[src/rtl/mnist_image_reader_pkg.sv]
`default_nettype none
// ============================================================================
//  Module      : mnist_pkg
//  Description : Shared constants and scan-state encoding for the image reader.
//  Revision    : 1.0 - initial release
// ============================================================================
package mnist_pkg;

    localparam int GRID_SIZE  = 28;
    localparam int NUM_PIXELS = GRID_SIZE * GRID_SIZE;
    localparam int PIX_ADDR_W = 10;
    localparam int DATA_WIDTH = 32;

    typedef enum logic [2:0] {
        IDLE  = 3'b001,
        SCAN  = 3'b010,
        DRAIN = 3'b100
    } state_e;

endpackage
`default_nettype wire

[src/rtl/mnist_image_reader_if.sv]
`default_nettype none
// ============================================================================
//  Module      : mnist_image_reader_if
//  Description : Valid/ready pixel stream towards the network input layer.
//  Revision    : 1.0 - initial release
// ============================================================================
interface mnist_image_reader_if
    import mnist_pkg::*;
#(
    parameter int DATA_WIDTH = mnist_pkg::DATA_WIDTH,
    parameter int IDX_W      = mnist_pkg::PIX_ADDR_W
);

    logic                         out_valid;
    logic                         out_ready;
    logic signed [DATA_WIDTH-1:0] out_data;
    logic [IDX_W-1:0]             out_index;
    logic                         out_last;

    modport master (
        output out_valid,
        output out_data,
        output out_index,
        output out_last,
        input  out_ready
    );

    modport slave (
        input  out_valid,
        input  out_data,
        input  out_index,
        input  out_last,
        output out_ready
    );

endinterface
`default_nettype wire

[src/rtl/mnist_image_reader_skid_fifo.sv]
`default_nettype none
// ============================================================================
//  Module      : mnist_skid_fifo
//  Description : 2-entry FIFO with registered head word and occupancy.
//  Revision    : 1.0 - initial release
// ============================================================================
module mnist_skid_fifo
    import mnist_pkg::*;
#(
    parameter int WIDTH = 43
) (
    input  wire logic             clk,
    input  wire logic             rst,
    input  wire logic             flush_i,
    input  wire logic             push_i,
    input  wire logic             pop_i,
    input  wire logic [WIDTH-1:0] din_i,
    output logic [WIDTH-1:0]      dout_o,
    output logic                  valid_o,
    output logic [1:0]            occ_o
);

    logic [WIDTH-1:0] head_q;
    logic [WIDTH-1:0] tail_q;
    logic [1:0]       occ_q;
    logic             do_pop;

    assign do_pop  = pop_i && (occ_q != 2'd0);
    assign dout_o  = head_q;
    assign valid_o = (occ_q != 2'd0);
    assign occ_o   = occ_q;

    always_ff @(posedge clk or posedge rst) begin
        if (rst) begin
            head_q <= '0;
            tail_q <= '0;
            occ_q  <= 2'd0;
        end else if (flush_i) begin
            occ_q <= 2'd0;
        end else begin
            case ({push_i, do_pop})
                2'b10: begin
                    if (occ_q == 2'd0) begin
                        head_q <= din_i;
                        occ_q  <= 2'd1;
                    end else if (occ_q == 2'd1) begin
                        tail_q <= din_i;
                        occ_q  <= 2'd2;
                    end
                end
                2'b01: begin
                    head_q <= tail_q;
                    occ_q  <= occ_q - 2'd1;
                end
                2'b11: begin
                    // Simultaneous push/pop keeps occupancy; the new word lands behind any survivor
                    if (occ_q == 2'd1) begin
                        head_q <= din_i;
                    end else begin
                        head_q <= tail_q;
                        tail_q <= din_i;
                    end
                end
                default: begin
                end
            endcase
        end
    end

endmodule
`default_nettype wire

[src/rtl/mnist_image_reader.sv]
`default_nettype none
// ============================================================================
//  Module      : mnist_image_reader
//  Description : Raster-scans image_memory and streams normalised pixels out.
//  Revision    : 1.0 - initial release
// ============================================================================
module mnist_image_reader
    import mnist_pkg::*;
#(
    parameter int                           GRID_SIZE  = mnist_pkg::GRID_SIZE,
    parameter int                           DATA_WIDTH = mnist_pkg::DATA_WIDTH,
    parameter logic signed [DATA_WIDTH-1:0] ON_VALUE   = 32'sh0001_0000
) (
    input  wire logic                         CLOCK_50,
    input  wire logic                         reset,
    input  wire logic                         start,
    input  wire logic                         abort,
    output logic [15:0]                       read_addr,
    input  wire logic signed [DATA_WIDTH-1:0] mem_data,
    mnist_image_reader_if.master              strm,
    output logic                              busy,
    output logic                              done,
    output logic [PIX_ADDR_W-1:0]             pixel_count
);

    localparam int                    FIFO_W   = DATA_WIDTH + PIX_ADDR_W + 1;
    localparam logic [PIX_ADDR_W-1:0] LAST_IDX = PIX_ADDR_W'(GRID_SIZE * GRID_SIZE - 1);
    localparam logic [PIX_ADDR_W-1:0] PIX_MAX  = PIX_ADDR_W'(GRID_SIZE * GRID_SIZE);

    state_e                       state_q, state_d;
    logic [PIX_ADDR_W-1:0]        ptr_q, ptr_d;
    logic [PIX_ADDR_W-1:0]        infl_idx_q, infl_idx_d;
    logic [PIX_ADDR_W-1:0]        pix_cnt_q, pix_cnt_d;
    logic                         inflight_q, inflight_d;
    logic                         done_q, done_d;

    logic                         pop;
    logic                         credit;
    logic                         fifo_valid;
    logic [1:0]                   fifo_occ;
    logic [FIFO_W-1:0]            push_word;
    logic [FIFO_W-1:0]            head_word;
    logic signed [DATA_WIDTH-1:0] norm_data;

    assign pop       = fifo_valid & strm.out_ready;
    assign norm_data = (mem_data != '0) ? ON_VALUE : '0;
    assign push_word = {norm_data, infl_idx_q, (infl_idx_q == LAST_IDX)};

    // Words already buffered or arriving next cycle must leave room for this read
    assign credit = ({1'b0, fifo_occ} + {2'b00, inflight_q}) < (3'd2 + {2'b00, pop});

    mnist_skid_fifo #(
        .WIDTH (FIFO_W)
    ) u_fifo (
        .clk     (CLOCK_50),
        .rst     (reset),
        .flush_i (abort),
        .push_i  (inflight_q),
        .pop_i   (pop),
        .din_i   (push_word),
        .dout_o  (head_word),
        .valid_o (fifo_valid),
        .occ_o   (fifo_occ)
    );

    always_comb begin
        state_d    = state_q;
        ptr_d      = ptr_q;
        infl_idx_d = infl_idx_q;
        pix_cnt_d  = pix_cnt_q;
        inflight_d = 1'b0;
        done_d     = 1'b0;

        if (pop && (strm.out_data != '0) && (pix_cnt_q != PIX_MAX)) begin
            pix_cnt_d = pix_cnt_q + 1'b1;
        end

        case (state_q)
            IDLE: begin
                if (start) begin
                    state_d   = SCAN;
                    ptr_d     = '0;
                    pix_cnt_d = '0;
                end
            end
            SCAN: begin
                if (credit) begin
                    inflight_d = 1'b1;
                    infl_idx_d = ptr_q;
                    if (ptr_q == LAST_IDX) begin
                        state_d = DRAIN;
                    end else begin
                        ptr_d = ptr_q + 1'b1;
                    end
                end
            end
            DRAIN: begin
                if (pop && strm.out_last) begin
                    state_d = IDLE;
                    done_d  = 1'b1;
                end
            end
            default: begin
                state_d = IDLE;
            end
        endcase

        if (abort) begin
            state_d    = IDLE;
            inflight_d = 1'b0;
            done_d     = 1'b0;
        end
    end

    always_ff @(posedge CLOCK_50 or posedge reset) begin
        if (reset) begin
            state_q    <= IDLE;
            ptr_q      <= '0;
            infl_idx_q <= '0;
            pix_cnt_q  <= '0;
            inflight_q <= 1'b0;
            done_q     <= 1'b0;
        end else begin
            state_q    <= state_d;
            ptr_q      <= ptr_d;
            infl_idx_q <= infl_idx_d;
            pix_cnt_q  <= pix_cnt_d;
            inflight_q <= inflight_d;
            done_q     <= done_d;
        end
    end

    assign read_addr      = 16'(ptr_q);
    assign busy           = (state_q != IDLE);
    assign done           = done_q;
    assign pixel_count    = pix_cnt_q;
    assign strm.out_valid = fifo_valid;
    assign {strm.out_data, strm.out_index, strm.out_last} = head_word;

endmodule
`default_nettype wire
[src/flat_wrapper.sv]
// flat-port wrapper written by rule: the top's interface ports become plain ports
module mnist_image_reader_flat import mnist_pkg::*;
#(
    parameter int                           GRID_SIZE  = mnist_pkg::GRID_SIZE,
    parameter int                           DATA_WIDTH = mnist_pkg::DATA_WIDTH,
    parameter logic signed [DATA_WIDTH-1:0] ON_VALUE   = 32'sh0001_0000
)
  (CLOCK_50, reset, start, abort, read_addr, mem_data, busy, done, pixel_count, strm_out_valid, strm_out_data, strm_out_index, strm_out_last, strm_out_ready);
  mnist_image_reader_if #(.DATA_WIDTH(DATA_WIDTH)) strm_i ();
  input  wire logic CLOCK_50;
  input  wire logic reset;
  input  wire logic start;
  input  wire logic abort;
  output logic [15:0] read_addr;
  input  wire logic signed [DATA_WIDTH-1:0] mem_data;
  output logic busy;
  output logic done;
  output logic [PIX_ADDR_W-1:0] pixel_count;
  output wire logic [$bits(strm_i.out_valid)-1:0] strm_out_valid;
  output wire logic [$bits(strm_i.out_data)-1:0] strm_out_data;
  output wire logic [$bits(strm_i.out_index)-1:0] strm_out_index;
  output wire logic [$bits(strm_i.out_last)-1:0] strm_out_last;
  input wire logic [$bits(strm_i.out_ready)-1:0] strm_out_ready;
  assign strm_out_valid = strm_i.out_valid;
  assign strm_out_data = strm_i.out_data;
  assign strm_out_index = strm_i.out_index;
  assign strm_out_last = strm_i.out_last;
  assign strm_i.out_ready = strm_out_ready;
  mnist_image_reader #(.GRID_SIZE(GRID_SIZE), .DATA_WIDTH(DATA_WIDTH), .ON_VALUE(ON_VALUE)) u_core (.CLOCK_50(CLOCK_50), .reset(reset), .start(start), .abort(abort), .read_addr(read_addr), .mem_data(mem_data), .strm(strm_i), .busy(busy), .done(done), .pixel_count(pixel_count));
endmodule
[config.mk]
export PLATFORM = sky130hd
export DESIGN_NAME = mnist_image_reader_flat
export DESIGN_NICKNAME = d
export VERILOG_FILES = /design/src/rtl/mnist_image_reader_pkg.sv /design/src/rtl/mnist_image_reader_if.sv /design/src/rtl/mnist_image_reader_skid_fifo.sv /design/src/rtl/mnist_image_reader.sv /design/src/flat_wrapper.sv
export SDC_FILE = /design/constraint.sdc
export NUM_CORES = 1
export LEC_CHECK = 0
export BUFFER_PORTS_ARGS = -buffer_cell sky130_fd_sc_hd__buf_2
export CORE_MARGIN = 3
export CORE_UTILIZATION = 35
export CTS_CLUSTER_SIZE = 12
export DETAILED_ROUTE_END_ITERATION = 10
export PLACE_DENSITY = 0.56
export SKIP_LAST_GASP = 1
export SYNTH_ARGS = -nofsm -noshare
export SYNTH_HDL_FRONTEND = slang
export SYNTH_SLANG_ARGS = --single-unit
[constraint.sdc]
create_clock -name CLOCK_50 -period 4.9 [get_ports CLOCK_50]
set_clock_uncertainty 0.15 [all_clocks]
set_input_delay 0.98 -clock CLOCK_50 [delete_from_list [all_inputs] [get_ports CLOCK_50]]
set_output_delay 0.98 -clock CLOCK_50 [all_outputs]
set_load 0.01 [all_outputs]
==> flow_summary.toml, run 1 <==
[finish]
fin_util_pct = 44.57
layout_commonest_cell = "dfrtp_1"
areaGrowthSynthToFinish_pct = 23.89
nets = 614
layout_common_cells = "dfrtp_1, buf_2, nand2_1"
drive_gt1_share_pct = 27.44
diodes = 0

[synthesis]
synth_ff_type = "dfrtp_1"
postSynthCellCount = 468
ys_types = 47
synth_top_area_share_pct = 58.16
synth_top_cell_by_area = "dfrtp_1"
synth_edf_count = 0
yosysSeqAreaShare_pct = 58.67
syn-cell-area_sq_mm = 0.005249
synth-warning-count = 0
synth.area.top_cells = "dfrtp_1, a22o_1, nand2_1"
syn_avg_cell_area_sq_um = 11.22
synthArstFlopShare_pct = 100.0
ys_ff_latch = 123

[floorplan]
die_width_um = 128.5
core_area_sq_mm = 0.01459
rows = 44
start_util_pct = 35.98
die-height_um = 128.5
pin_count = 109
die_area_sq_mm = 0.01650

[critical_path]
worstPathRequired_ps = 5100
crit_chain = "inv_1 > ha_1 > nor2b_1 > nand2_1 > nor2_2 > buf_4 > a22o_1"
slowest_stage = "nand2_1"
cp_top_family = "simple AND/OR/NAND/NOR gates"
cp_max_fo = 31
critPathArrivalTime_ps = 3090
worstSetupStartpointType = "flop"
cp.buffers_inverters = 2
critPathMaxStageDelay_ps = 590
setup.worst_path.end_class = "flop"
critical_path_class = "reg -> reg"

[placement]
post-place-ws_ps = 1652
dp_hpwl_mm = 8.097
gp_congestion = 0.7809
port_buffers = 102

[sta]
hold_viol = 0
rsz0062_at_grt = "false"
maxSlewViolCount = 0
setup_viol = 0
finalCritPeriodShare_pct = 58.93
period_minus_slack_ps = 2888
fmax_ghz = 0.3463
whs_ps = 321.2
final.setup.worst_slack_ps = 2012
worst_slew_pin_slew_ps = 874.8
max_slew_margin_pct = 41.47
setup-tns-final_ps = 0

[routing]
drc = 0
dr.first_iter.drc_count = 229
vias = 3877
dr.pass1.iters = 5
drtAntennaViolNets = 0
route.detailed.vias_per_inst = 5.055
wl_per_cell_um = 15.46
wirelength_mm = 11.86

[outcome]
status = "completed"

[clocking]
cts.clk_slew.worst_paths_ps = 60
cts_sinks = 123
h-tree-depth = 4
clk_path_buf_depth = 2
cts_setup_buffers = 0
cts_tree = "yes"
cts_root_buf = "clkbuf_16"
ctsResizeCount = 0
cts_hold_buf = 0
insertion_delay_ps = 410
cts_buffers = 17

[power]
power_density_mw_per_mm2 = 373.5
vdd_drop_max_mv = 0.1943
p_leak_nw = 3.341

[grt]
grt_pass1_vias = 3917
grt_pass1_wl_mm = 19.43
grt_usage_pct = 14.76
grt_max_degree = 64
grt-ovfl-total = 0
antenna_found_initial = 0

[min_path]
hp-class = "reg -> reg"

[job]
drv_cap = 0
-- cells by family after synthesis --
| kind of cell | Yosys count | share of synthesized area (%) |
|---|---|---|
| simple gates | 185 | 19.45 |
| flops | 123 | 58.67 |
| compound gates | 80 | 10.56 |
| buf+inv | 40 | 3.409 |
| mux | 24 | 4.839 |
| xor+xnor | 8 | 1.335 |
| fa+ha+maj | 7 | 1.669 |
| other cells | 1 | 0.07145 |
-- synthesized netlist by cell type (3+ instances only) --
| library cell | instances |
|---|---|
| dfrtp_1 | 122 |
| nand2_1 | 58 |
| a22o_1 | 32 |
| and2_1 | 31 |
| nor4_1 | 23 |
| o21ai_0 | 23 |
| clkbuf_1 | 18 |
| nor2_1 | 17 |
| mux2i_1 | 13 |
| a21oi_1 | 11 |
| mux2_2 | 11 |
| inv_1 | 10 |
| nand3_1 | 8 |
| nand4_1 | 8 |
| ha_1 | 7 |
| buf_4 | 6 |
| xnor2_1 | 6 |
| buf_2 | 5 |
| nand2b_1 | 5 |
| or3_1 | 5 |
| nor3_1 | 4 |
| a211oi_1 | 3 |
| and3_1 | 3 |
| nor4b_1 | 3 |
| o211ai_1 | 3 |
| or4_1 | 3 |
-- sequential cells by signal (all words and copies together), names as in the netlist, 2 cells and up --
signal / flops
u_core.infl_idx_q: 10
u_core.u_fifo.occ_o: 2
u_core.u_fifo.dout_o: 43
u_core.pixel_count: 10
u_core.u_fifo.tail_q: 43
u_core.ptr_q: 10
u_core.state_q: 3
-- worst register-to-register path, stage by stage, from the launching register on --
cell	delay [ps]
dfrtp_1	430
inv_1	90
ha_1	310
nor2b_1	500
nand2_1	590
nor2_2	220
buf_4	340
a22o_1	200
-- power by group --
part,total (W),switching [W],internal (W)
logic,0.000167,0.000115,0.0000521
registers,0.00105,0.0000171,0.00103
clock network,0.00122,0.000452,0.000764
-- final timing paths --
path	from	depth (start not counted)	endpoint	slack (ps)
setup / recovery	u_core.u_fifo.occ_o[0]	7	u_core.u_fifo.dout_o[15]	2010
hold / removal	u_core.u_fifo.dout_o[1]	2	u_core.u_fifo.dout_o[1]	320
setup reg to reg	u_core.u_fifo.occ_o[0]	7	u_core.u_fifo.dout_o[15]	2010
hold reg to reg	u_core.u_fifo.dout_o[1]	2	u_core.u_fifo.dout_o[1]	320
max in group asynchronous	reset	3	u_core.state_q[0]	3080
min in group asynchronous	reset	2	u_core.u_fifo.dout_o[37]	550
-- area by class of cell --
class,count,area [sq um]
multi-input combinational,310,2012
clock buffer,19,442.9
inverter,10,40.04
sequential,123,3079
clock inverter,13,142.6
tap,184,230.2
timing repair buffer,108,555.5
fill,1389,8087
-- stage by stage --
step / area, sq um / cells / power (W)
2_1_floorplan: 5268 / 473 / 0.001175
3_3_place_gp: 5917 / 735 / 0.001231
3_5_place_dp: 5917 / 735 / 0.001234
4_1_cts: 6502 / 767 / 0.002462
5_1_grt: 6502 / 767 / 0.002534
6_report: 6502 / 767 / 0.002429
-- layer usage --
layer  GRT usage, %  up-vias  wire (um)
met5              0        -          0
met3          3.944       11        621
met4          5.493        0        148
li1               -     1864          -
met2          23.44      102       5579
met1          19.44     1900       5506
No activity file was read; power rests on OpenSTA's default activity.
==> run 2, diff against run 1 <==
Settings changed: PLACE_DENSITY 0.56 to 0.58.
Clock period 4.9 ns to 2.6 ns, I/O delays scaled along.
==> run 2 against run 1 <==
Effect of this change: register-to-register slack got worse by 1700 ps; total power rose by 110%; final cell count increased by 0.65%; die area unchanged; count of clock-buffer cells in the layout rose by 3; critical path depth unchanged; non-clock buffer count is 6 higher; utilization grew 1.2 points; first-iteration DRC count shrank 15%; critical path type unchanged.
==> flow_summary.toml, run 2 (synthesized netlist as in run 1, its figures left out) <==
[job]
drv_cap = 0

[grt]
grt_usage_pct = 15.24
antenna_found_initial = 0
grt_max_degree = 59
grt_pass1_wl_mm = 19.84
grt_pass1_vias = 3948
grt-ovfl-total = 0

[finish]
drive_gt1_share_pct = 28.06
fillers = 1335
stdcell_area_sq_mm = 0.006680
areaGrowthSynthToFinish_pct = 27.27
layout_common_cells = "dfrtp_1, buf_2, nand2_1"
register_area_sq_mm = 0.003079
layout_commonest_cell = "dfrtp_1"
multi_input_area_sq_mm = 0.002012
nets = 620
diodes = 0

[routing]
wl_met2_mm = 5.719
route.detailed.vias_per_inst = 5.036
vias = 3888
dr.pass1.iters = 4
drt-met1-wl_mm = 5.574
wirelength_mm = 12.02
wl_met3_um = 563
wl_per_cell_um = 15.57
drtAntennaViolNets = 0
drc = 0
highest_layer = "met4"
dr.first_iter.drc_count = 194

[power]
combPwrFrac_pct = 6.9
switching_share_pct = 21.94
vdd_drop_max_mv = 0.4006
p_leak_nw = 3.421
p_sw_w = 0.001094
power_density_mw_per_mm2 = 746.3
p_int_w = 0.003891
p_seq_share_pct = 39.6
p_clk_share_pct = 53.5

[critical_path]
worstPathRequired_ps = 2720
setup.worst_path.end_class = "flop"
critPathArrivalTime_ps = 2420
cp_max_fo = 9
slowest_stage = "nor4b_1"
critPathMaxStageDelay_ps = 440
critical_path_class = "reg -> reg"
crit_chain = "inv_1 > ha_1 > nor3b_2 > o211ai_1 > nor4b_1 > xnor2_1 > nor2_1"
worstSetupStartpointType = "flop"

[floorplan]
start_util_pct = 35.98
die_width_um = 128.5
core_area_sq_mm = 0.01459
pin_count = 109
die_area_sq_mm = 0.01650
rows = 44
die-height_um = 128.5

[placement]
placed_cell_area_sq_mm = 0.005993
dp_hpwl_mm = 8.233
gp_congestion = 0.7814
port_buffers = 102

[clocking]
ctsResizeCount = 0
insertion_delay_ps = 410
h-tree-depth = 4
clk_path_buf_depth = 2
cts.clk_slew.worst_paths_ps = 50
cts_root_buf = "clkbuf_16"
cts_sinks = 123
cts_tree = "yes"
cts_buffers = 17

[sta]
fmax_ghz = 0.4346
setup_viol = 0
period_minus_slack_ps = 2301
finalCritPeriodShare_pct = 88.50
rsz0062_at_grt = "false"
worst_slew_pin_slew_ps = 670.3
max_slew_margin_pct = 55.19
maxSlewViolCount = 0
hold_viol = 0
setup-tns-final_ps = 0

[outcome]
status = "completed"

[min_path]
hp-class = "in -> reg"
## run 2: cell count changes in the layout (fill, tap and decap cells not counted)
cell           before  now
dlygate4sd3_1       0    1
bufinv_16           2    5
clkbuf_8            1    5
clkbuf_1            1    0
inv_4               1    0
clkinvlp_4          2    3
clkinv_2            3    0
buf_12              0    3
inv_6               2    1
clkinv_4            4    1
buf_4               6    8
## run 2: worst max-delay path, delay by kind of cell (launching register included)
family	cells	cell delay (ps)
xor gates and xnor gates	1	170
AOI/OAI and AO/OA	1	280
buffers and inverters	1	90
DFF	1	410
and+or+nand+nor	3	770
adders and majority gates	1	310
## run 2: power by group through the flow
| stage | Clock [W] | Combinational, W | Sequential [W] |
|---|---|---|---|
| global route | 0.00281 | 0.000389 | 0.00198 |
| floorplan | 0 | 0.000214 | 0.00200 |
| finish | 0.00267 | 0.000346 | 0.00197 |
| global placement | 0 | 0.000341 | 0.00201 |
| CTS | 0.00272 | 0.000353 | 0.00197 |
| detailed placement | 0 | 0.000351 | 0.00201 |
## run 2: final timing paths
path | slack [ps] | cells after the start | start | to
max | 300 | 7 | u_core.u_fifo.occ_o[0] | u_core.ptr_q[7]
max in group asynchronous | 1040 | 4 | reset | u_core.state_q[0]
max reg2reg | 300 | 7 | u_core.u_fifo.occ_o[0] | u_core.ptr_q[7]
min reg2reg | 320 | 2 | u_core.u_fifo.dout_o[8] | u_core.u_fifo.dout_o[8]
min in group asynchronous | 560 | 3 | reset | u_core.u_fifo.dout_o[3]
min | 260 | 3 | start | u_core.state_q[1]
## run 2: final cells by class
cell class,count,area share (%)
Clock buffer,22,7.398
Clock inverter,9,2.735
Inverter,10,0.6181
Multi-Input combinational cell,310,30.12
Sequential cell,123,46.09
Tap cell,184,3.446
Timing Repair Buffer,114,9.590
## run 2: stage by stage
stage               total power (W)  utilization, %  hold slack, ps  setup slack (ps)  instances
floorplan                  0.002215               -           300.5             419.5        473
global route               0.005177           45.79           270.1             134.9        772
global placement           0.002346           41.08           312.8             396.3        740
CTS                        0.005044           45.79           235.9             319.4        772
finish                     0.004985           45.79           256.7             298.9        772
detailed placement         0.002359           41.08           315.7             330.8        740
## run 2: layer usage
layer / track usage [%] / vias to the layer above
li1: - / 1865
met2: 24.30 / 98
met1: 19.88 / 1915
met5: 0 / -
met3: 4.359 / 10
met4: 5.556 / 0
## run 2: repair_timing
action                                  4_1_cts  5_1_grt
hold endpoints to repair                     18        0
endpoints found under the setup margin        0        0
setup buffers                                 0        0
hold buffers                                  1        0
